`config.mk`:
```
export PLATFORM = sky130hd
export DESIGN_NAME = gray_display_scan
export DESIGN_NICKNAME = d
export VERILOG_FILES = /design/src/rtl/gray_display_pkg.sv /design/src/rtl/gray_display_scan_seg7.sv /design/src/rtl/gray_display_scan.sv
export SDC_FILE = /design/constraint.sdc
export NUM_CORES = 1
export LEC_CHECK = 0
export ABC_AREA = 1
export CAP_MARGIN = 40
export CORE_MARGIN = 2
export CORE_UTILIZATION = 40
export CTS_BUF_LIST = sky130_fd_sc_hd__clkbuf_16
export CTS_CLUSTER_DIAMETER = 30
export CTS_CLUSTER_SIZE = 24
export DETAILED_ROUTE_END_ITERATION = 7
export PLACE_DENSITY = 0.62
export SLEW_MARGIN = 10
export SYNTH_ARGS = -nofsm -noshare
export SYNTH_HDL_FRONTEND = slang
export SYNTH_SLANG_ARGS = --single-unit
```
`constraint.sdc`:
```
create_clock -name clk -period 5.6 [get_ports clk]
set_clock_uncertainty 0.05 [all_clocks]
set_input_delay 1.12 -clock clk [delete_from_list [all_inputs] [get_ports clk]]
set_output_delay 1.12 -clock clk [all_outputs]
set_load 0.01 [all_outputs]
```
`src/rtl/gray_display_pkg.sv`:
```
// Shared types and constants for the Gray switch to LED / seven-segment
// display path.
package gray_display_pkg;

  typedef enum logic [1:0] {
    IDLE,
    CONV,
    LOAD
  } state_e;

  // Segments a..g, bit 6 = a, active-high
  localparam logic [6:0] SEG_0     = 7'b1111110;
  localparam logic [6:0] SEG_1     = 7'b0110000;
  localparam logic [6:0] SEG_2     = 7'b1101101;
  localparam logic [6:0] SEG_3     = 7'b1111001;
  localparam logic [6:0] SEG_4     = 7'b0110011;
  localparam logic [6:0] SEG_5     = 7'b1011011;
  localparam logic [6:0] SEG_6     = 7'b1011111;
  localparam logic [6:0] SEG_7     = 7'b1110000;
  localparam logic [6:0] SEG_8     = 7'b1111111;
  localparam logic [6:0] SEG_9     = 7'b1111011;
  localparam logic [6:0] SEG_BLANK = 7'b0000000;

  function automatic int nib_count(int digits);
    return digits;
  endfunction

endpackage

```
`src/rtl/gray_display_scan_seg7.sv`:
```
// Nibble to seven-segment decoder; non-BCD codes and blank give all-off.
module seg7_decode
  import gray_display_pkg::*;
(
  input  logic [3:0] nib_i,
  input  logic       blank_i,
  output logic [6:0] seg_o
);

  always_comb begin
    seg_o = SEG_BLANK;
    if (!blank_i) begin
      unique case (nib_i)
        4'd0:    seg_o = SEG_0;
        4'd1:    seg_o = SEG_1;
        4'd2:    seg_o = SEG_2;
        4'd3:    seg_o = SEG_3;
        4'd4:    seg_o = SEG_4;
        4'd5:    seg_o = SEG_5;
        4'd6:    seg_o = SEG_6;
        4'd7:    seg_o = SEG_7;
        4'd8:    seg_o = SEG_8;
        4'd9:    seg_o = SEG_9;
        default: seg_o = SEG_BLANK;
      endcase
    end
  end

endmodule

```
`src/rtl/gray_display_scan.sv`:
```
// Debounced Gray switch input -> binary LEDs plus double-dabble BCD
// conversion scanned onto a multiplexed seven-segment display.
module gray_display_scan
  import gray_display_pkg::*;
#(
  parameter int WIDTH         = 4,
  parameter int DIGITS        = 2,
  parameter int STABLE_CYCLES = 4,
  parameter int REFRESH_DIV   = 8,
  parameter int BLANK_LZ      = 1
) (
  input  logic              clk,
  input  logic              rst,
  input  logic [WIDTH-1:0]  gray_in,
  output logic [WIDTH-1:0]  led,
  output logic [6:0]        seg,
  output logic [DIGITS-1:0] an,
  output logic              bcd_valid
);

  localparam int NB = 4 * nib_count(DIGITS);
  localparam int SW = (STABLE_CYCLES > 1) ? $clog2(STABLE_CYCLES) : 1;
  localparam int CW = $clog2(WIDTH + 1);
  localparam int RW = $clog2(REFRESH_DIV);
  localparam int IW = (DIGITS > 1) ? $clog2(DIGITS) : 1;
  localparam int TW = NB + WIDTH;

  logic [WIDTH-1:0]  sync1_q, sync2_q, prev_q, acc_q, led_q;
  logic [SW-1:0]     stab_q, stab_d;
  logic [WIDTH-1:0]  bin;
  logic              same, sat, accept;
  state_e            state_q, state_d;
  logic [TW-1:0]     sh_q, sh_d, adj, shifted;
  logic [CW-1:0]     step_q, step_d;
  logic [WIDTH-1:0]  pend_q, pend_d;
  logic              pend_v_q, pend_v_d;
  logic [NB-1:0]     disp_q, disp_d;
  logic              vld_q, vld_d;
  logic [RW-1:0]     ref_q, ref_d;
  logic [IW-1:0]     idx_q, idx_d;
  logic [DIGITS-1:0] an_q;
  logic [6:0]        seg_q, seg_w;
  logic [3:0]        nib;
  logic              blank, zero_hi, wrap;

  always_comb begin
    bin = '0;
    bin[WIDTH-1] = sync2_q[WIDTH-1];
    for (int i = WIDTH - 2; i >= 0; i--) bin[i] = bin[i+1] ^ sync2_q[i];
  end

  assign same   = (sync2_q == prev_q);
  assign sat    = (stab_q == SW'(STABLE_CYCLES - 1));
  assign accept = same && sat && (sync2_q != acc_q);
  assign stab_d = !same ? '0 : (sat ? stab_q : stab_q + 1'b1);

  always_comb begin
    adj = sh_q;
    for (int k = 0; k < DIGITS; k++) begin
      if (adj[WIDTH+4*k +: 4] >= 4'd5)
        adj[WIDTH+4*k +: 4] = adj[WIDTH+4*k +: 4] + 4'd3;
    end
    shifted = {adj[TW-2:0], 1'b0};
  end

  always_comb begin
    state_d  = state_q;
    sh_d     = sh_q;
    step_d   = step_q;
    pend_d   = pend_q;
    pend_v_d = pend_v_q;
    disp_d   = disp_q;
    vld_d    = 1'b0;
    unique case (state_q)
      IDLE: begin
        if (accept) begin
          sh_d    = {{NB{1'b0}}, bin};
          step_d  = '0;
          state_d = CONV;
        end
      end
      CONV: begin
        sh_d   = shifted;
        step_d = step_q + 1'b1;
        if (step_q == CW'(WIDTH - 1)) state_d = LOAD;
        if (accept) begin
          pend_d   = bin;
          pend_v_d = 1'b1;
        end
      end
      LOAD: begin
        disp_d  = sh_q[TW-1:WIDTH];
        vld_d   = 1'b1;
        state_d = IDLE;
        // A value accepted this very cycle supersedes the pending one
        if (accept || pend_v_q) begin
          sh_d     = {{NB{1'b0}}, accept ? bin : pend_q};
          step_d   = '0;
          pend_v_d = 1'b0;
          state_d  = CONV;
        end
      end
      default: state_d = IDLE;
    endcase
  end

  assign wrap  = (ref_q == RW'(REFRESH_DIV - 1));
  assign ref_d = wrap ? '0 : ref_q + 1'b1;
  assign idx_d = !wrap ? idx_q :
                 (idx_q == IW'(DIGITS - 1)) ? '0 : idx_q + 1'b1;

  always_comb begin
    nib     = '0;
    blank   = 1'b0;
    zero_hi = 1'b1;
    for (int k = DIGITS - 1; k >= 0; k--) begin
      zero_hi = zero_hi && (disp_q[4*k +: 4] == 4'd0);
      if (IW'(k) == idx_q) begin
        nib   = disp_q[4*k +: 4];
        blank = (BLANK_LZ != 0) && (k != 0) && zero_hi;
      end
    end
  end

  seg7_decode u_dec (
    .nib_i   (nib),
    .blank_i (blank),
    .seg_o   (seg_w)
  );

  always_ff @(posedge clk or posedge rst) begin
    if (rst) begin
      sync1_q  <= '0;
      sync2_q  <= '0;
      prev_q   <= '0;
      acc_q    <= '0;
      led_q    <= '0;
      stab_q   <= '0;
      state_q  <= IDLE;
      sh_q     <= '0;
      step_q   <= '0;
      pend_q   <= '0;
      pend_v_q <= 1'b0;
      disp_q   <= '0;
      vld_q    <= 1'b0;
      ref_q    <= '0;
      idx_q    <= '0;
      an_q     <= '1;
      seg_q    <= '0;
    end else begin
      sync1_q  <= gray_in;
      sync2_q  <= sync1_q;
      prev_q   <= sync2_q;
      stab_q   <= stab_d;
      if (accept) begin
        acc_q <= sync2_q;
        led_q <= bin;
      end
      state_q  <= state_d;
      sh_q     <= sh_d;
      step_q   <= step_d;
      pend_q   <= pend_d;
      pend_v_q <= pend_v_d;
      disp_q   <= disp_d;
      vld_q    <= vld_d;
      ref_q    <= ref_d;
      idx_q    <= idx_d;
      an_q     <= ~(DIGITS'(1) << idx_q);
      seg_q    <= seg_w;
    end
  end

  assign led       = led_q;
  assign seg       = seg_q;
  assign an        = an_q;
  assign bcd_valid = vld_q;

endmodule

```
# Word-level counts from Yosys, hierarchy flattened
# Memories as Yosys holds them, arrays and structs flattened.
# Index checks and enable logic that the tools add are counted.
[classes]
add_sub_neg = 6
magnitude_cmp = 2
n_eq_ne = 12
shifts = 1
muxes = 24
bitwise_logic = 4
n_reduce_logical = 10
[op_table]
columns = ["op", "n"]
rows = [
  ["$pmux 12 s3", 1],
  ["$mux 12", 2],
  ["$mux 3", 4],
  ["$mux 4", 3],
  ["$ne 2x2->1 const B", 5],
  ["$pmux 3 s3", 1],
  ["$ge 4x3->1 const B", 2],
  ["$mux 2", 4],
  ["$mux 7", 1],
  ["$add 3x1->3 const B", 2],
  ["$mux 1", 6],
  ["$pmux 2 s3", 1],
  ["$reduce_and 3->1", 2],
  ["$add 4x2->4 const B", 1],
  ["$eq 2x2->1 const B", 2],
  ["$eq 4x4->1", 1],
  ["$logic_not 4->1", 1],
  ["$ne 4x4->1", 1],
  ["$add 3x2->3 const B", 1],
  ["$eq 3x2->1 const B", 1],
  ["$eq 3x3->1 const B", 1],
  ["$reduce_bool 3->1", 1],
  ["$xor 1x1->1", 3],
  ["$add 2x1->2 const B", 1],
  ["other kinds (10)", 11],
]
[word_totals]
register_bits = 66
mem_bits_ro = 112
inputBits = 6
output_inout_bits = 14
wordCells = 77
memories = 1
[memory_table]
columns = ["memory", "depth", "width", "read_ports", "rd_clocked_by_memory_dff", "wr", "line", "text"]
rows = [
  ["(no name shown)", 16, 7, 1, 0, 0, "gray_display_scan_seg7.sv:13", "unique case (nib_i)"],
]

# Depth between registers and ports, before layout
[depth]
depth_word = 6
ltp_mapped = 14
depth_no_buf = 13

# Cells and area by module
# Synthesis repeated with hierarchy kept, for this count alone.
[hier_totals]
hier_cells = 391
area_unflattened_um2 = 3293.2
[modules_own_cells]
columns = ["module", "n_inst", "cells_per_inst", "area_per_inst_um2", "seq_area_each_um2"]
rows = [
  ["gray_display_scan", 1, 355, 3103.0, 1629.1],
  ["seg7_decode", 1, 36, 190.2, 0.0],
]

# Least setup slack after synthesis
# OpenSTA, ideal clock, no wires.
[synth_timing]
path_kind = "register to output"
from = "register an_q[0], in the netlist an[0]"
to = "output an[0]"
arrival_ns = 0.520
required_ns = 4.430
slack_ns = 3.910
stages_incl_launch_ff = 1
n_path_buf = 0
cell_sequence = "dfstp_2"
[synth_lines]
columns = ["element", "line", "text"]
rows = [
  ["start: declaration", "gray_display_scan.sv:41", "logic [DIGITS-1:0] an_q;"],
  ["start signal: assignment", "gray_display_scan.sv:168", "an_q <= ~(DIGITS'(1) << idx_q);"],
  ["end: declaration", "gray_display_scan.sv:17", "output logic [DIGITS-1:0] an,"],
]
# No word-level cell between the ends.

# Worst setup path in the final report
[layout_timing]
from = "register an_q[1], in the netlist an[1]"
to = "output an[1]"
# No word-level cell between the ends.

==> summary.log <==
[outcome] outcome finished clean
[drt] initial drt markers 111
[logic_synthesis] share of flip-flops with an asynchronous set or reset after synthesis 100%
[setup_path] Setup CP Type flip-flop to output pin
[sta] minimum clock period 2.53 ns
[drt] residual antenna-violating net count after detailed routing 0
[min_path] cell count of the worst hold path 0
[min_path] hold wc startpoint sync1_q[2]
[die] Horiz. Die Dim 94.1 um
[die] Placeable Area 0.00781 mm2
[sta] final worst setup slack 3.07 ns
[drt] drt via density 4.69
[setup_path] critical path arrival 1.36 ns
[logic_synthesis] dominant combinational cell family by area after synthesis simple AND/OR/NAND/NOR gates
[finish] final antenna diode count 0
[cts] CTS tree yes
[placement] count of buffers from port buffering 19
[sta] # setup viols final 0
[setup_path] Worst Path Max Fanout 1
[setup_path] type of element capturing the critical path output pin
[sta] max-slew headroom at the worst pin 46.0%
[logic_synthesis] post-synthesis mux area share 0%
[global_routing] largest net degree at the start of global routing 66
[logic_synthesis] share of the yosys chip area belonging to registers 50.1%
[min_path] Hold Path Class flip-flop to flip-flop
[finish] most common cell after layout, fill and taps aside sky130_fd_sc_hd__nand2_1
[finish] leading cell types in the layout, fill and taps excluded 132 x sky130_fd_sc_hd__nand2_1, 63 x sky130_fd_sc_hd__dfrtp_1, 49 x sky130_fd_sc_hd__inv_1, 31 x sky130_fd_sc_hd__o21ai_0, 21 x sky130_fd_sc_hd__nor2_1
[global_routing] GR Util All Layers 15.0%
[sta] Hold Fails Final Rpt 0
[sta] portion of the clock cycle consumed by the worst path in the final layout 45.2%
[logic_synthesis] syn nets 412
[logic_synthesis] synthesized-area fraction occupied by xor and xnor cells 0.808%
[placement] post-detailed-placement cell area 0.00352 mm2
[cts] cts repair resizes 0
[drt] first drt pass iteration count 4
[die] number of top-level pins 20
[power] Sw Share 30.9%
[logic_synthesis] synthesized-area fraction occupied by adder cells 6.93%
[die] Die Height 94.1 um
[power] internal cell power 1080 uW
[setup_path] reg-to-reg setup timing slack 3.49 ns
[finish] layout cells sized above 1 10.6%
[power] total leakage power 0.00195 uW
[drt] Post-Route WL 5890 um
[placement] routability cong. 0.805
[setup_path] startpoint class of the critical path flip-flop
[logic_synthesis] dominant register cell in the synthesized netlist sky130_fd_sc_hd__dfrtp_1
[logic_synthesis] top cells by area, synth sky130_fd_sc_hd__dfrtp_1 48%, sky130_fd_sc_hd__nand2_1 15%, sky130_fd_sc_hd__ha_1 6.9%
[setup_path] cell breakdown of the critical path clkdlybuf4s50_1
[cts] number of buffers inserted during clock tree synthesis 9
[power] relative contribution of the clock network to total power 39.9%
[finish] cell area after layout 0.00385 mm2
[cts] # clock sinks 65
[sta] Post-Route Setup TNS 0 ns
[drt] count of unresolved DRC violations after routing 0
[setup_path] highest-delay cell along the critical path sky130_fd_sc_hd__clkdlybuf4s50_1
[setup_path] data required time at the worst endpoint 4.43 ns
[logic_synthesis] Distinct cells, synth 31
[cts] clk slew on worst S/H paths 0.05 ns
[die] total number of placement rows 32
[power] worst-case vdd ir drop 0.179 mV
[setup_path] RR Startpoint sync2_q[0]
[global_routing] antenna violations before repair 0
[power] total power divided by cell area 406 mW/mm2
[cts] post-CTS setup-driven buffer insertion count 0
[sta] worst-margin pin slew 0.810 ns
[cts] CTS root buffer sky130_fd_sc_hd__clkbuf_16
[setup_path] capture instance of the worst register-to-register path sh_q[2]
[power] combinational cell fraction of total power 24.7%
[finish] fill cell instance count of the final layout 748
[cts] count of H-tree levels built during CTS 3
[logic_synthesis] number of warnings printed during yosys synthesis 0
[global_routing] Overflow after GRT 0
[cts] hold-fix buffers at CTS 0
[logic_synthesis] Synth top area share 48.5%
[logic_synthesis] share of the synthesized area in compound gates (AO/OA/AOI/OAI) 8.81%
[logic_synthesis] Synth Register Bits 65
[cts] maximum count of clock buffers along a single path 2
[power] sequential group share of total power 35.4%
[setup_path] Critical path buffers and inverters 1
[finish] Final Net Count 435
[logic_synthesis] simple-gate share of the synthesized area 25.3%
[die] effective utilization at floorplan 41.6%
[sta] count of pins over their slew limit 0
[global_routing] vias in the first global route 2,366
[logic_synthesis] post-synthesis cell area 0.00325 mm2
[logic_synthesis] library cell with the largest summed area after synthesis sky130_fd_sc_hd__dfrtp_1
[global_routing] wire length of the first global-routing pass 10,600 um
[cts] clock latency at the later pin of the worst-skew pair 0.32 ns
[drt] via count 2,429
[min_path] worst-case hold path end point sync2_q[2]
[finish] Area Overhead vs Synth 18.5%
[flow_run] number of max-cap violations 0
[logic_synthesis] number of synthesized flops with an enable pin 0
[placement] HPWL after detailed placement 4010 um
[logic_synthesis] Cells after Synth 388
[placement] worst setup slack before clock tree synthesis 3.25 ns
[sta] fmax 395 MHz
[sta] RSZ-0062 raised after global routing false
[setup_path] cell type group with the largest total delay on the critical path buffers and inverters
[setup_path] Worst path max stage delay 0.52 ns
[setup_path] cell count of the worst reg-to-reg path 10
[logic_synthesis] mean cell area of the mapped netlist 8.38 um2
[drt] average wire length per cell after detail routing 11.4 um
[die] DIE AREA 0.00886 mm2
[power] Net Switching 484 uW
==> how the worst max path moves through the flow <==
stage | start | end | cells after the start
2_1_floorplan | rst | acc_q[0] | 1
3_3_place_gp | rst | sh_q[8] | 3
3_5_place_dp | rst | sh_q[8] | 3
4_1_cts | an[1] | an[1] | 1
5_1_grt | an[1] | an[1] | 1
6_report | an[1] | an[1] | 1
==> worst reg2reg max path: cells and delay by family, from the launching register on <==
| family | cells | cell delay, ns |
|---|---|---|
| AND/OR/NAND/NOR | 9 | 1.34 |
| buffers and inverters | 1 | 0.16 |
| flip-flops | 1 | 0.45 |
==> state kept, by name, indices dropped and copies added, names as in the netlist, 4 cells and up <==
| name | cells |
|---|---|
| prev_q | 4 |
| sync2_q | 4 |
| sync1_q | 4 |
| seg | 7 |
| disp_q | 8 |
| sh_q | 12 |
| acc_q | 4 |
| pend_q | 4 |
==> metal layers <==
metal	vias up	share of wire, %	global-route usage [%]
li1	1248	-	-
met1	1126	49	19.3
met2	45	46	24.5
met3	10	3.0	2.65
met4	0	2.1	7.13
met5	-	0	0
==> cells by family (layout without fill, tap and decap cells) <==
group                      Yosys count  count (layout)
adders and majority gates           18              18
buffers and inverters               62              90
AOI/OAI and AO/OA                   52              52
DFF                                 65              65
xor gates and xnor gates             3               3
and+or+nand+nor                    188             188
==> through the flow <==
| step | utilization [%] | power [uW] | hold slack, ns | instances |
|---|---|---|---|---|
| finish | 49.3 | 1560 | 0.296 | 518 |
| global route | 49.3 | 1660 | 0.306 | 518 |
| CTS | 49.3 | 1580 | 0.297 | 518 |
| detailed placement | 45.1 | 950 | 0.285 | 502 |
| global placement | 45.1 | 940 | 0.283 | 502 |
| floorplan | - | 862 | 0.281 | 388 |
==> power groups by stage <==
stage / clock [uW] / combinational, uW / sequential (uW)
floorplan: 0 / 301 / 560
global placement: 0 / 379 / 561
detailed placement: 0 / 388 / 562
CTS: 637 / 392 / 555
global route: 655 / 444 / 560
finish: 624 / 386 / 554
==> final cells by class <==
| type | instances | area (um2) | area share (%) |
|---|---|---|---|
| Multi-Input combinational cell | 261 | 1360 | 35.3 |
| Clock buffer | 9 | 225 | 5.85 |
| Inverter | 54 | 203 | 5.26 |
| Clock inverter | 7 | 109 | 2.83 |
| Timing Repair Buffer | 20 | 198 | 5.13 |
| Tap cell | 102 | 128 | 3.31 |
| Sequential cell | 65 | 1630 | 42.3 |
==> Yosys cell counts (2+ instances only) <==
library cell	count
sky130_fd_sc_hd__dfrtp_1	63
sky130_fd_sc_hd__clkbuf_1	3
sky130_fd_sc_hd__inv_1	50
sky130_fd_sc_hd__buf_6	3
sky130_fd_sc_hd__xor2_1	2
sky130_fd_sc_hd__nor2_1	21
sky130_fd_sc_hd__o21ai_1	2
sky130_fd_sc_hd__a21oi_1	10
sky130_fd_sc_hd__nand2_1	132
sky130_fd_sc_hd__nor2_4	3
sky130_fd_sc_hd__inv_2	3
sky130_fd_sc_hd__o21ai_0	31
sky130_fd_sc_hd__nand3_1	13
sky130_fd_sc_hd__nand3_2	2
sky130_fd_sc_hd__ha_1	18
sky130_fd_sc_hd__nand4_1	2
sky130_fd_sc_hd__nand2_2	10
sky130_fd_sc_hd__a31oi_1	2
sky130_fd_sc_hd__dfstp_2	2
sky130_fd_sc_hd__o21ai_2	5
No activity file was read; power rests on OpenSTA's default activity.
